--- src/rtl/alu_nibble_sequencer_if.sv ---
// Operation request / result handshake bundle for alu_nibble_sequencer.
// master = operation source and result consumer, slave = the sequencer.
interface alu_nibble_sequencer_if #(
  parameter int WORDS = 4
);
  logic                 in_valid;
  logic                 in_ready;
  logic [4*WORDS-1:0]   in_a;
  logic [4*WORDS-1:0]   in_b;
  logic [3:0]           in_s;
  logic                 in_m;
  logic                 in_ci_n;
  logic                 out_valid;
  logic                 out_ready;
  logic [4*WORDS-1:0]   out_y;
  logic                 out_co_n;
  logic                 out_aeqb;

  modport master (
    output in_valid, in_a, in_b, in_s, in_m, in_ci_n, out_ready,
    input  in_ready, out_valid, out_y, out_co_n, out_aeqb
  );

  modport slave (
    input  in_valid, in_a, in_b, in_s, in_m, in_ci_n, out_ready,
    output in_ready, out_valid, out_y, out_co_n, out_aeqb
  );
endinterface

--- src/rtl/alu_nibble_sequencer.sv ---
// Runs WORDS-nibble operations through one shared 74181-style ALU slice, LS nibble first.
// Optional macro ALU_SEQ_LOOKAHEAD_EN adds the out_p_n group-propagate output.
module alu_nibble_sequencer #(
  parameter int WORDS = 4
) (
  input  logic                 clk,
  input  logic                 rst_n,
  alu_nibble_sequencer_if.slave bus,
  output logic [3:0]           alu_a,
  output logic [3:0]           alu_b,
  output logic [3:0]           alu_s,
  output logic                 alu_m,
  output logic                 alu_ci_n,
  input  logic [3:0]           alu_y,
  input  logic                 alu_co_n,
  input  logic                 alu_aeqb,
`ifdef ALU_SEQ_LOOKAHEAD_EN
  input  logic                 alu_p,
  input  logic                 alu_q,
  output logic                 out_p_n
`else
  input  logic                 alu_p,
  input  logic                 alu_q
`endif
);

  localparam int W  = 4 * WORDS;
  localparam int IW = $clog2(WORDS);

  typedef enum logic [1:0] {
    IDLE = 2'd0,
    RUN  = 2'd1,
    DONE = 2'd2
  } state_t;

  state_t          state;
  logic [W-1:0]    a_reg;
  logic [W-1:0]    b_reg;
  logic [W-1:0]    y_reg;
  logic [3:0]      s_reg;
  logic            m_reg;
  logic [IW-1:0]   idx;
  logic            carry_n;
  logic            aeqb_acc;
  logic            ready_reg;
  logic            valid_reg;

`ifdef ALU_SEQ_LOOKAHEAD_EN
  logic            lk;
  logic            unused_inputs;
  assign unused_inputs = alu_q;
`else
  logic            unused_inputs;
  assign unused_inputs = alu_p ^ alu_q;
`endif

  // The carry ripples through carry_n between slices, in logic mode too.
  always_ff @(posedge clk or negedge rst_n) begin
    if (!rst_n) begin
      state     <= IDLE;
      ready_reg <= 1'b1;
      valid_reg <= 1'b0;
      a_reg     <= '0;
      b_reg     <= '0;
      y_reg     <= '0;
      s_reg     <= 4'h0;
      m_reg     <= 1'b0;
      idx       <= '0;
      carry_n   <= 1'b1;
      aeqb_acc  <= 1'b0;
`ifdef ALU_SEQ_LOOKAHEAD_EN
      lk        <= 1'b0;
`endif
    end else begin
      unique case (state)
        IDLE: begin
          if (bus.in_valid) begin
            a_reg     <= bus.in_a;
            b_reg     <= bus.in_b;
            s_reg     <= bus.in_s;
            m_reg     <= bus.in_m;
            carry_n   <= bus.in_ci_n;
            idx       <= '0;
            aeqb_acc  <= 1'b1;
`ifdef ALU_SEQ_LOOKAHEAD_EN
            lk        <= 1'b1;
`endif
            ready_reg <= 1'b0;
            state     <= RUN;
          end
        end
        RUN: begin
          y_reg[4*idx +: 4] <= alu_y;
          carry_n           <= alu_co_n;
          aeqb_acc          <= aeqb_acc & alu_aeqb;
`ifdef ALU_SEQ_LOOKAHEAD_EN
          lk                <= lk & alu_p;
`endif
          if (idx == IW'(WORDS - 1)) begin
            valid_reg <= 1'b1;
            state     <= DONE;
          end else begin
            idx <= idx + 1'b1;
          end
        end
        DONE: begin
          if (bus.out_ready) begin
            valid_reg <= 1'b0;
            ready_reg <= 1'b1;
            state     <= IDLE;
          end
        end
        default: begin
          valid_reg <= 1'b0;
          ready_reg <= 1'b1;
          state     <= IDLE;
        end
      endcase
    end
  end

  // Outside RUN the ALU sees a quiet, no-carry-in pattern.
  always_comb begin
    alu_a    = 4'h0;
    alu_b    = 4'h0;
    alu_s    = 4'h0;
    alu_m    = 1'b0;
    alu_ci_n = 1'b1;
    if (state == RUN) begin
      alu_a    = a_reg[4*idx +: 4];
      alu_b    = b_reg[4*idx +: 4];
      alu_s    = s_reg;
      alu_m    = m_reg;
      alu_ci_n = carry_n;
    end
  end

  assign bus.in_ready  = ready_reg;
  assign bus.out_valid = valid_reg;
  assign bus.out_y     = y_reg;
  assign bus.out_co_n  = carry_n;
  assign bus.out_aeqb  = aeqb_acc;
`ifdef ALU_SEQ_LOOKAHEAD_EN
  assign out_p_n       = ~lk;
`endif

endmodule

--- src/flat_wrapper.sv ---
// flat-port wrapper written by rule: the top's interface ports become plain ports
module alu_nibble_sequencer_flat 
#(
  parameter int WORDS = 4
)
  (clk, rst_n, alu_a, alu_b, alu_s, alu_m, alu_ci_n, alu_y, alu_co_n, alu_aeqb, alu_p, alu_q, bus_in_valid, bus_in_a, bus_in_b, bus_in_s, bus_in_m, bus_in_ci_n, bus_out_ready, bus_in_ready, bus_out_valid, bus_out_y, bus_out_co_n, bus_out_aeqb);
  alu_nibble_sequencer_if #(.WORDS(WORDS)) bus_i ();
  input  logic clk;
  input  logic rst_n;
  output logic [3:0] alu_a;
  output logic [3:0] alu_b;
  output logic [3:0] alu_s;
  output logic alu_m;
  output logic alu_ci_n;
  input  logic [3:0] alu_y;
  input  logic alu_co_n;
  input  logic alu_aeqb;
  input  logic alu_p;
  input  logic alu_q;
  input wire logic [$bits(bus_i.in_valid)-1:0] bus_in_valid;
  input wire logic [$bits(bus_i.in_a)-1:0] bus_in_a;
  input wire logic [$bits(bus_i.in_b)-1:0] bus_in_b;
  input wire logic [$bits(bus_i.in_s)-1:0] bus_in_s;
  input wire logic [$bits(bus_i.in_m)-1:0] bus_in_m;
  input wire logic [$bits(bus_i.in_ci_n)-1:0] bus_in_ci_n;
  input wire logic [$bits(bus_i.out_ready)-1:0] bus_out_ready;
  output wire logic [$bits(bus_i.in_ready)-1:0] bus_in_ready;
  output wire logic [$bits(bus_i.out_valid)-1:0] bus_out_valid;
  output wire logic [$bits(bus_i.out_y)-1:0] bus_out_y;
  output wire logic [$bits(bus_i.out_co_n)-1:0] bus_out_co_n;
  output wire logic [$bits(bus_i.out_aeqb)-1:0] bus_out_aeqb;
  assign bus_i.in_valid = bus_in_valid;
  assign bus_i.in_a = bus_in_a;
  assign bus_i.in_b = bus_in_b;
  assign bus_i.in_s = bus_in_s;
  assign bus_i.in_m = bus_in_m;
  assign bus_i.in_ci_n = bus_in_ci_n;
  assign bus_i.out_ready = bus_out_ready;
  assign bus_in_ready = bus_i.in_ready;
  assign bus_out_valid = bus_i.out_valid;
  assign bus_out_y = bus_i.out_y;
  assign bus_out_co_n = bus_i.out_co_n;
  assign bus_out_aeqb = bus_i.out_aeqb;
  alu_nibble_sequencer #(.WORDS(WORDS)) u_core (.clk(clk), .rst_n(rst_n), .bus(bus_i), .alu_a(alu_a), .alu_b(alu_b), .alu_s(alu_s), .alu_m(alu_m), .alu_ci_n(alu_ci_n), .alu_y(alu_y), .alu_co_n(alu_co_n), .alu_aeqb(alu_aeqb), .alu_p(alu_p), .alu_q(alu_q));
endmodule
--- config.mk ---
export PLATFORM = sky130hd
export DESIGN_NAME = alu_nibble_sequencer_flat
export DESIGN_NICKNAME = d
export VERILOG_FILES = /design/src/rtl/alu_nibble_sequencer_if.sv /design/src/rtl/alu_nibble_sequencer.sv /design/src/flat_wrapper.sv
export SDC_FILE = /design/constraint.sdc
export NUM_CORES = 1
export LEC_CHECK = 0
export ABC_AREA = 1
export CORE_MARGIN = 2
export CORE_UTILIZATION = 40
export CTS_CLUSTER_DIAMETER = 200
export CTS_CLUSTER_SIZE = 28
export DETAILED_ROUTE_END_ITERATION = 10
export PLACE_DENSITY = 0.69
export RECOVER_POWER = 25
export SLEW_MARGIN = 20
export SYNTH_ARGS = -nofsm -noshare
export SYNTH_HDL_FRONTEND = slang
export SYNTH_SLANG_ARGS = --single-unit
--- constraint.sdc ---
create_clock -name clk -period 5.6 [get_ports clk]
set_clock_uncertainty 0.2 [all_clocks]
set_input_delay 1.12 -clock clk [delete_from_list [all_inputs] [get_ports clk]]
set_output_delay 1.12 -clock clk [all_outputs]
set_load 0.1 [all_outputs]
==> summary.txt, run 1 <==
Die
  – Core Region: 7290 um2
  – Initial core utilization: a little over two fifths
  – Die width: 91.1 um
  – Die ar.: 8300 um2
  – IO Pins: 84
  – Cell row count: 31
  – Die Height: 91.1 um

Yosys
  – Synth area leaders: dfrtp_1 (49%), nand2_1 (17%), o21ai_2 (9.5%)
  – Post-synthesis async set-or-reset flop share: 100%
  – Top cell type's share of synthesized area: 48.6%
  – Register area share after synthesis: 50.4%
  – Cells after Synth: 364
  – Post-Synth XOR/XNOR Area: 0%
  – Combinational family with the most area after synthesis: simple AND/OR/NAND/NOR gates
  – Post-Synth Adder-Cell Area: ~2.5%
  – Average size of a mapped cell: 8.34 um2
  – Simple-gate share of the synthesized area: 24.6%
  – Synthesis-stage register bit count: about 60
  – Synth Warn #: 0
  – Mux cell area share after synthesis: 0%
  – Synth area leader: dfrtp_1
  – Post-synth net total: between 400 and 500
  – Cell Area, Synth: about 3000 um2
  – Distinct cell type count of the synthesized netlist: 23
  – Most used DFF post-synth: dfrtp_1
  – Post-synth EDFFs: 0
  – Post-synthesis compound-gate area fraction: ~12%

Detailed routing
  – Via count: around 2500
  – Iter 0 DRT Violations: 150
  – DRT Wirelength: 6.80 mm
  – Vias per cell: around 4.6
  – Pre-antenna DRT Iters: 4
  – Post-route ant nets: 0
  – WL/cell: 12.4 um
  – DR DRC count: 0

Timing
  – Final hold violations: 0
  – Final worst-path cycle share: 74.0%
  – RSZ-0062 raised after global routing: no
  – Slew Limit Headroom: -115%
  – Fin crit period: 4.15 ns
  – Finish-stage setup viols: 0
  – Fin Setup TNS: 0 ns
  – Max Slew Vio Count: 62
  – Max Freq: 241 MHz
  – Slew @ Worst Pin: 3.23 ns

Job
  – Max-Cap Viols: 1

GRT
  – Vias in the first global route: 2393
  – Largest net degree at the start of global routing: 62
  – Initial antenna violation count: 0
  – Gr usage total: 17.3%
  – First-pass GRT wire length: roughly 11 mm
  – Gr ovfl total: 0

Critical path
  – Crit-path cells: nand2_1 -> a21oi_1 -> clkdlybuf4s50_1
  – Crit Path Max Fanout: 18
  – CP Capture Type: output pin
  – WP data arrival: about 2.8 ns
  – Crit path kind: flip-flop to output pin
  – CP required: 4.28 ns
  – Crit path launch type: flip-flop
  – CP max stage delay: between 1 and 1.5 ns
  – Slowest-stage cell, CP: clkdlybuf4s50_1

Placement
  – Routability cong.: approximately 0.77
  – Cells after DPL: 533
  – Dpl hpwl: 4.72 mm
  – Number of buffers added on ports: 81

Clock network
  – Hold-fix buffers at CTS: 0
  – CTS tree: yes
  – CTS buffer count: 9
  – Post-CTS sizing: 0
  – Post-CTS setup buffer count: 0
  – CTS H-Tree Depth: 3
  – Clock buffer depth: 2
  – Root Driver: clkbuf_8
  – Clock-pin slew on the worst setup and hold paths: roughly 0.070 ns
  – Sink Count: between 60 and 70
  – Worst-skew pair later-pin latency: about 0.32 ns

Finish
  – Fill count: ~720
  – Non-Filler Instances: around 550
  – Commonest non-fill, non-tap cell in the layout: nand2_1
  – Ant. Diodes: 0
  – Final Net Count: 501
  – Commonest non-fill, non-tap cells in the layout: nand2_1 (139), clkdlybuf4s50_1 (75), dfrtp_1 (59)
  – Synthesis-to-finish area growth: 33.7%
  – Share of cells above drive strength 1: 14.7%

Outcome
  – Failing checks: max-capacitance violations, max-slew violations
  – Outcome: finished with violations

Worst hold path
  – Worst hold path type: flip-flop to flip-flop
cell families (layout without fill, tap and decap cells):
kind of cell | count (synthesis) | after routing
simple gates | 182 | 182
compound gates | 50 | 50
buf+inv | 65 | 151
fa+ha+maj | 6 | 6
flops | 61 | 61
critical path: cells and delay by family (launching register included):
family	cells	cell delay (ns)
AND/OR/NAND/NOR	1	0.49
AO/OA/AOI/OAI	1	0.31
flip-flops	1	0.52
buffers and inverters	1	1.17
stage by stage:
| step | cell area [um2] | hold slack [ns] | setup WS, ns | util, % |
|---|---|---|---|---|
| floorplan | 3040 | 0.291 | 1.87 | - |
| global placement | 3870 | 0.267 | 1.75 | 53.0 |
| detailed placement | 3870 | 0.269 | 1.76 | 53.0 |
| CTS | 4080 | 0.288 | 1.38 | 55.9 |
| global route | 4060 | 0.304 | 0.887 | 55.7 |
| finish | 4060 | 0.285 | 1.45 | 55.7 |
synth_stat cells, drive strengths merged, types with 2 or more instances:
master  count
a21oi       9
buf        14
dfrtp      59
dfstp       2
ha          6
inv        49
nand2     139
nand3      24
nand4       2
nor2       16
o21ai      40
final timing paths:
| kind | start | endpoint | slack, ns | depth (start not counted) |
|---|---|---|---|---|
| setup / recovery | u_core.state[0] | alu_a[3] | 1.45 | 3 |
| hold / removal | u_core.bus.out_y[11] | u_core.bus.out_y[11] | 0.28 | 2 |
| setup reg to reg | u_core.state[0] | u_core.a_reg[3] | 3.05 | 6 |
| hold reg to reg | u_core.bus.out_y[11] | u_core.bus.out_y[11] | 0.28 | 2 |
| max in group asynchronous | rst_n | u_core.bus.out_y[4] | 1.62 | 2 |
| min in group asynchronous | rst_n | u_core.s_reg[2] | 1.76 | 2 |
layout make-up:
type / instances / area (um2) / area share [%]
clock inverters: 4 / 45.0 / 1.11
flip-flops and latches: 61 / 1530 / 37.7
clock buffers: 12 / 165 / 4.07
multi-input cells: 238 / 1180 / 29.2
well taps: 99 / 124 / 3.05
inverters: 50 / 190 / 4.68
repair buffers: 85 / 822 / 20.2
per-layer routing:
metal  part of all wire (%)  track usage, %
met5                      0               0
met4                    1.6            7.20
met3                    4.6            3.07
met2                     43            24.3
met1                     51            26.1
Power of run 1 is left out: the tool's default activity adds up to more than one toggle a clock period on the data nets, which glitch-free logic cannot reach.
==> inputs of run 2 (changes only) <==
==> constraint.sdc (replaced) <==
create_clock -name clk -period 3.89 [get_ports clk]
set_clock_uncertainty 0.2 [all_clocks]
set_input_delay 0.778 -clock clk [delete_from_list [all_inputs] [get_ports clk]]
set_output_delay 0.778 -clock clk [all_outputs]
set_load 0.1 [all_outputs]
==> summary.txt, run 2 (synthesis results as in run 1) <==
Detailed routing
  – Vias per cell: 4.54 (was 4.57)
  – Via count: 2497 (was 2507)
  – DR DRC count: 0 (unchanged)
  – WL/cell: 12.0 um (was 12.4 um)
  – Iter 0 DRT Violations: 152 (was 150)
  – Pre-antenna DRT Iters: 6 (was 4)
  – DRT Wirelength: 6.58 mm (was 6.80 mm)
  – Post-route ant nets: 0 (unchanged)

Die
  – IO Pins: 84 (unchanged)
  – Core Region: 7290 um2 (unchanged)
  – Initial core utilization: 41.6% (unchanged)
  – Cell row count: 31 (unchanged)
  – Die Height: 91.1 um (unchanged)
  – Die ar.: 8300 um2 (unchanged)
  – Die width: 91.1 um (unchanged)

Clock network
  – CTS buffer count: 9 (unchanged)
  – Sink Count: 61 (unchanged)
  – Post-CTS sizing: 0 (unchanged)
  – Clock-pin slew on the worst setup and hold paths: 0.06 ns (was 0.07 ns)
  – Root Driver: clkbuf_8 (unchanged)
  – Worst-skew pair later-pin latency: 0.33 ns (was 0.32 ns)
  – Post-CTS setup buffer count: 0 (unchanged)
  – CTS tree: yes (unchanged)
  – CTS H-Tree Depth: 3 (unchanged)
  – Hold-fix buffers at CTS: 0 (unchanged)
  – Clock buffer depth: 2 (unchanged)

Finish
  – Commonest non-fill, non-tap cells in the layout: nand2_1 (139), clkdlybuf4s50_1 (65), dfrtp_1 (59) (was nand2_1 (139), clkdlybuf4s50_1 (75), dfrtp_1 (59))
  – Area taken by multi-input logic gates: 1200 um2 (was 1180 um2)
  – Register area: 1530 um2 (unchanged)
  – Fill count: 699 (was 715)
  – Ant. Diodes: 0 (unchanged)
  – Commonest non-fill, non-tap cell in the layout: nand2_1 (unchanged)
  – Final Net Count: 503 (was 501)
  – Synthesis-to-finish area growth: 34.4% (was 33.7%)
  – Share of cells above drive strength 1: 17.1% (was 14.7%)

Timing
  – Fin Setup TNS: 0 ns (unchanged)
  – Max Freq: ~330 MHz
  – Final hold violations: 0 (unchanged)
  – Final worst-path cycle share: 77.7%
  – RSZ-0062 raised after global routing: no (unchanged)
  – Finish-stage setup viols: 0 (unchanged)
  – Slew Limit Headroom: -66.2% (was -115%)
  – Max Slew Vio Count: 49 (was 62)
  – Slew @ Worst Pin: 2.49 ns (was 3.23 ns)
  – Fin crit period: 3.02 ns

Critical path
  – Crit Path Max Fanout: 18 (unchanged)
  – Crit path launch type: flip-flop (unchanged)
  – Crit path kind: flip-flop to output pin (unchanged)
  – WP data arrival: 2.05 ns (was 2.83 ns)
  – CP required: 2.91 ns (was 4.28 ns)
  – CP Capture Type: output pin (unchanged)

Outcome
  – Failing checks: max-capacitance violations, max-slew violations (unchanged)
  – Outcome: finished with violations (unchanged)

Placement
  – Dpl hpwl: 4.67 mm (was 4.72 mm)
  – Routability cong.: 0.795 (was 0.773)
  – Number of buffers added on ports: 81 (unchanged)

GRT
  – Gr ovfl total: 0 (unchanged)
  – First-pass GRT wire length: 11.2 mm (was 11.4 mm)
  – Gr usage total: 17.0% (was 17.3%)
  – Initial antenna violation count: 0 (unchanged)
  – Vias in the first global route: 2289 (was 2393)
  – Largest net degree at the start of global routing: 75 (was 62)

Job
  – Max-Cap Viols: 1 (unchanged)

Worst hold path
  – Worst hold path type: flip-flop to flip-flop (unchanged)
[run 2: path summary, 6_finish.rpt]
check                                     start              endpoint  slack (ns)  depth (start not counted)
max                             u_core.state[1]              alu_ci_n        0.87                          4
min reg2reg                u_core.bus.out_y[11]  u_core.bus.out_y[11]        0.28                          2
min                        u_core.bus.out_y[11]  u_core.bus.out_y[11]        0.28                          2
min in group asynchronous                 rst_n       u_core.s_reg[3]        1.01                          1
max in group asynchronous                 rst_n   u_core.bus.out_y[7]        1.07                          1
max reg2reg                       u_core.idx[1]   u_core.bus.out_y[2]        2.02                          7
[run 2: layout make-up]
type	instances	share of cell area, %
Clock buffer	14	4.23
Sequential cell	61	37.5
Timing Repair Buffer	87	21.1
Clock inverter	1	0.123
Inverter	50	4.66
Tap cell	99	3.04
Multi-Input combinational cell	238	29.3
[run 2: worst max-delay path, cell delays in order, from the launching register on]
cell     delay, ns
dfrtp_1       0.41
inv_2         0.16
nand2_1       0.44
or2_2         0.46
buf_4         0.24
[run 2: metrics by stage]
stage	instance area (um2)	std cells	hold WS, ns	util, %	setup WS [ns]
final	4080	550	0.281	56.0	0.866
after floorplan	3040	364	0.282	-	0.497
after global routing	4080	550	0.308	56.0	0.450
after detailed placement	3900	535	0.269	53.5	1.19
after CTS	4080	550	0.286	56.0	0.820
after global placement	3900	535	0.266	53.5	1.21
[run 2: metal layers]
layer / part of all wire, % / vias up / track usage, %
li1: - / 1292 / -
met1: 50 / 1126 / 25.1
met2: 43 / 68 / 24.0
met3: 4.9 / 11 / 3.49
met4: 1.8 / 0 / 7.58
met5: 0 / - / 0
Power of run 2 is left out for the same reason.
==> inputs of run 3 (changes only) <==
==> constraint.sdc (replaced) <==
create_clock -name clk -period 3.09 [get_ports clk]
set_clock_uncertainty 0.2 [all_clocks]
set_input_delay 0.618 -clock clk [delete_from_list [all_inputs] [get_ports clk]]
set_output_delay 0.618 -clock clk [all_outputs]
set_load 0.1 [all_outputs]
==> summary.txt, run 3 (synthesis results as in run 1) <==
Detailed routing
  – Post-route ant nets: 0 (unchanged)
  – DRT Wirelength: 6.89 mm (was 6.58 mm)
  – Pre-antenna DRT Iters: 4 (was 6)
  – WL/cell: 12.5 um (was 12.0 um)
  – Routed met3 length: 270 um (was 325 um)
  – WL met2: 3.45 mm (was 2.85 mm)
  – Highest Signal Layer: met4 (unchanged)
  – Iter 0 DRT Violations: 93 (was 152)
  – Metal-1 WL: 3.09 mm (was 3.28 mm)
  – Via count: 2541 (was 2497)
  – DR DRC count: 0 (unchanged)
  – Vias per cell: 4.59 (was 4.54)

Placement
  – Dpl hpwl: 5.08 mm (was 4.67 mm)
  – DP Worst Slack: 0.745 ns (was 1.19 ns)
  – Number of buffers added on ports: 81 (unchanged)
  – Routability cong.: 0.738 (was 0.795)

Finish
  – Share of cells above drive strength 1: 23.8% (was 17.1%)
  – Ant. Diodes: 0 (unchanged)
  – Commonest non-fill, non-tap cells in the layout: nand2_1 (139), dfrtp_1 (59), inv_1 (46), clkdlybuf4s50_1 (46), o21ai_2 (33) (was nand2_1 (139), clkdlybuf4s50_1 (65), dfrtp_1 (59))
  – Synthesis-to-finish area growth: 41.3% (was 34.4%)
  – Final Net Count: 505 (was 503)
  – Commonest non-fill, non-tap cell in the layout: nand2_1 (unchanged)

GRT
  – Largest net degree at the start of global routing: 28 (was 75)
  – Vias in the first global route: 2492 (was 2289)
  – Gr ovfl total: 0 (unchanged)
  – Gr usage total: 18.0% (was 17.0%)
  – Initial antenna violation count: 0 (unchanged)
  – First-pass GRT wire length: 12.0 mm (was 11.2 mm)

Clock network
  – Root Driver: clkbuf_8 (unchanged)
  – Post-CTS sizing: 0 (unchanged)
  – Post-CTS setup buffer count: 0 (unchanged)
  – Hold-fix buffers at CTS: 0 (unchanged)
  – Clock buffer depth: 2 (unchanged)
  – CTS tree: yes (unchanged)
  – CTS buffer count: 9 (unchanged)
  – Worst-skew pair later-pin latency: 0.32 ns (was 0.33 ns)
  – Clock-pin slew on the worst setup and hold paths: 0.06 ns (about the same)
  – Sink Count: 61 (unchanged)
  – CTS H-Tree Depth: 3 (unchanged)

Outcome
  – Outcome: finished, final reports clean (was finished with violations)

Timing
  – Post-route worst setup slack: 0.523 ns (was 0.866 ns)
  – RSZ-0062 raised after global routing: no (unchanged)
  – Final worst-path cycle share: 83.1%
  – Fin Setup TNS: 0 ns (unchanged)
  – Final hold violations: 0 (unchanged)
  – Slew @ Worst Pin: 1.46 ns (was 2.49 ns)
  – Max Freq: 390 MHz
  – Slew Limit Headroom: 2.89% (was -66.2%)
  – Fin crit period: 2.57 ns
  – Max Slew Vio Count: 0 (was 49)
  – Finish-stage setup viols: 0 (unchanged)

Die
  – Die Height: 91.1 um (unchanged)
  – IO Pins: 84 (unchanged)
  – Die width: 91.1 um (unchanged)
  – Die ar.: 8300 um2 (unchanged)
  – Initial core utilization: 41.6% (unchanged)
  – Core Region: 7290 um2 (unchanged)
  – Cell row count: 31 (unchanged)

Critical path
  – WP data arrival: 1.75 ns (was 2.05 ns)
  – Crit Path Max Fanout: 12 (was 18)
  – CP Capture Type: output pin (unchanged)
  – Crit path launch type: flip-flop (unchanged)
  – CP required: 2.27 ns (was 2.91 ns)
  – Crit path kind: flip-flop to output pin (unchanged)

Worst hold path
  – Worst hold path type: flip-flop to flip-flop (unchanged)

Job
  – Max-Cap Viols: 0 (was 1)
==> run 3: cell types whose count changed in the layout (fill, tap and decap cells not counted) <==
cell	before	now
a21oi_2	0	8
a21oi_1	9	1
clkdlybuf4s50_1	65	46
bufinv_16	0	2
buf_12	4	16
buf_4	17	25
clkbuf_8	12	13
clkbuf_1	3	2
==> run 3: final timing paths <==
path                                      startpoint                    to  slack [ns]  cells after the start
worst max-delay path                 u_core.state[1]              alu_s[3]        0.52                      5
worst min-delay path            u_core.bus.out_y[10]  u_core.bus.out_y[10]        0.29                      2
worst max register to register         u_core.idx[1]   u_core.bus.out_y[3]        1.05                      7
worst min register to register  u_core.bus.out_y[10]  u_core.bus.out_y[10]        0.29                      2
max in group asynchronous                      rst_n  u_core.bus.out_valid        1.01                      2
min in group asynchronous                      rst_n       u_core.s_reg[1]        0.43                      1
==> run 3: per-layer routing <==
metal | GRT usage [%] | up-vias
met1 | 23.8 | 1192
met3 | 2.74 | 6
met2 | 30.1 | 51
li1 | - | 1292
met5 | 0 | -
met4 | 6.06 | 0
==> run 3: through the flow <==
stage / std cells / area (um2) / util [%] / hold WS (ns)
after detailed placement: 537 / 4050 / 55.6 / 0.273
after floorplan: 364 / 3070 / - / 0.122
after global placement: 537 / 4050 / 55.6 / 0.269
after global routing: 553 / 4290 / 58.8 / 0.312
after CTS: 553 / 4300 / 58.9 / 0.115
final: 553 / 4290 / 58.8 / 0.285
==> run 3: final cells by class <==
type	instances	area, um2
Sequential cell	61	1530
Timing Repair Buffer	89	976
Inverter	50	190
Fill cell	704	3000
Clock inverter	3	65.1
Clock buffer	13	179
Tap cell	99	124
Multi-Input combinational cell	238	1230
==> run 3: critical path, cell delays in order, from the launching register on <==
cell and delay [ns]:
dfrtp_1 0.41, inv_2 0.16, nand2_1 0.18, buf_4 0.25
nor2_1 0.21, buf_12 0.21
Power of run 3 is left out for the same reason.
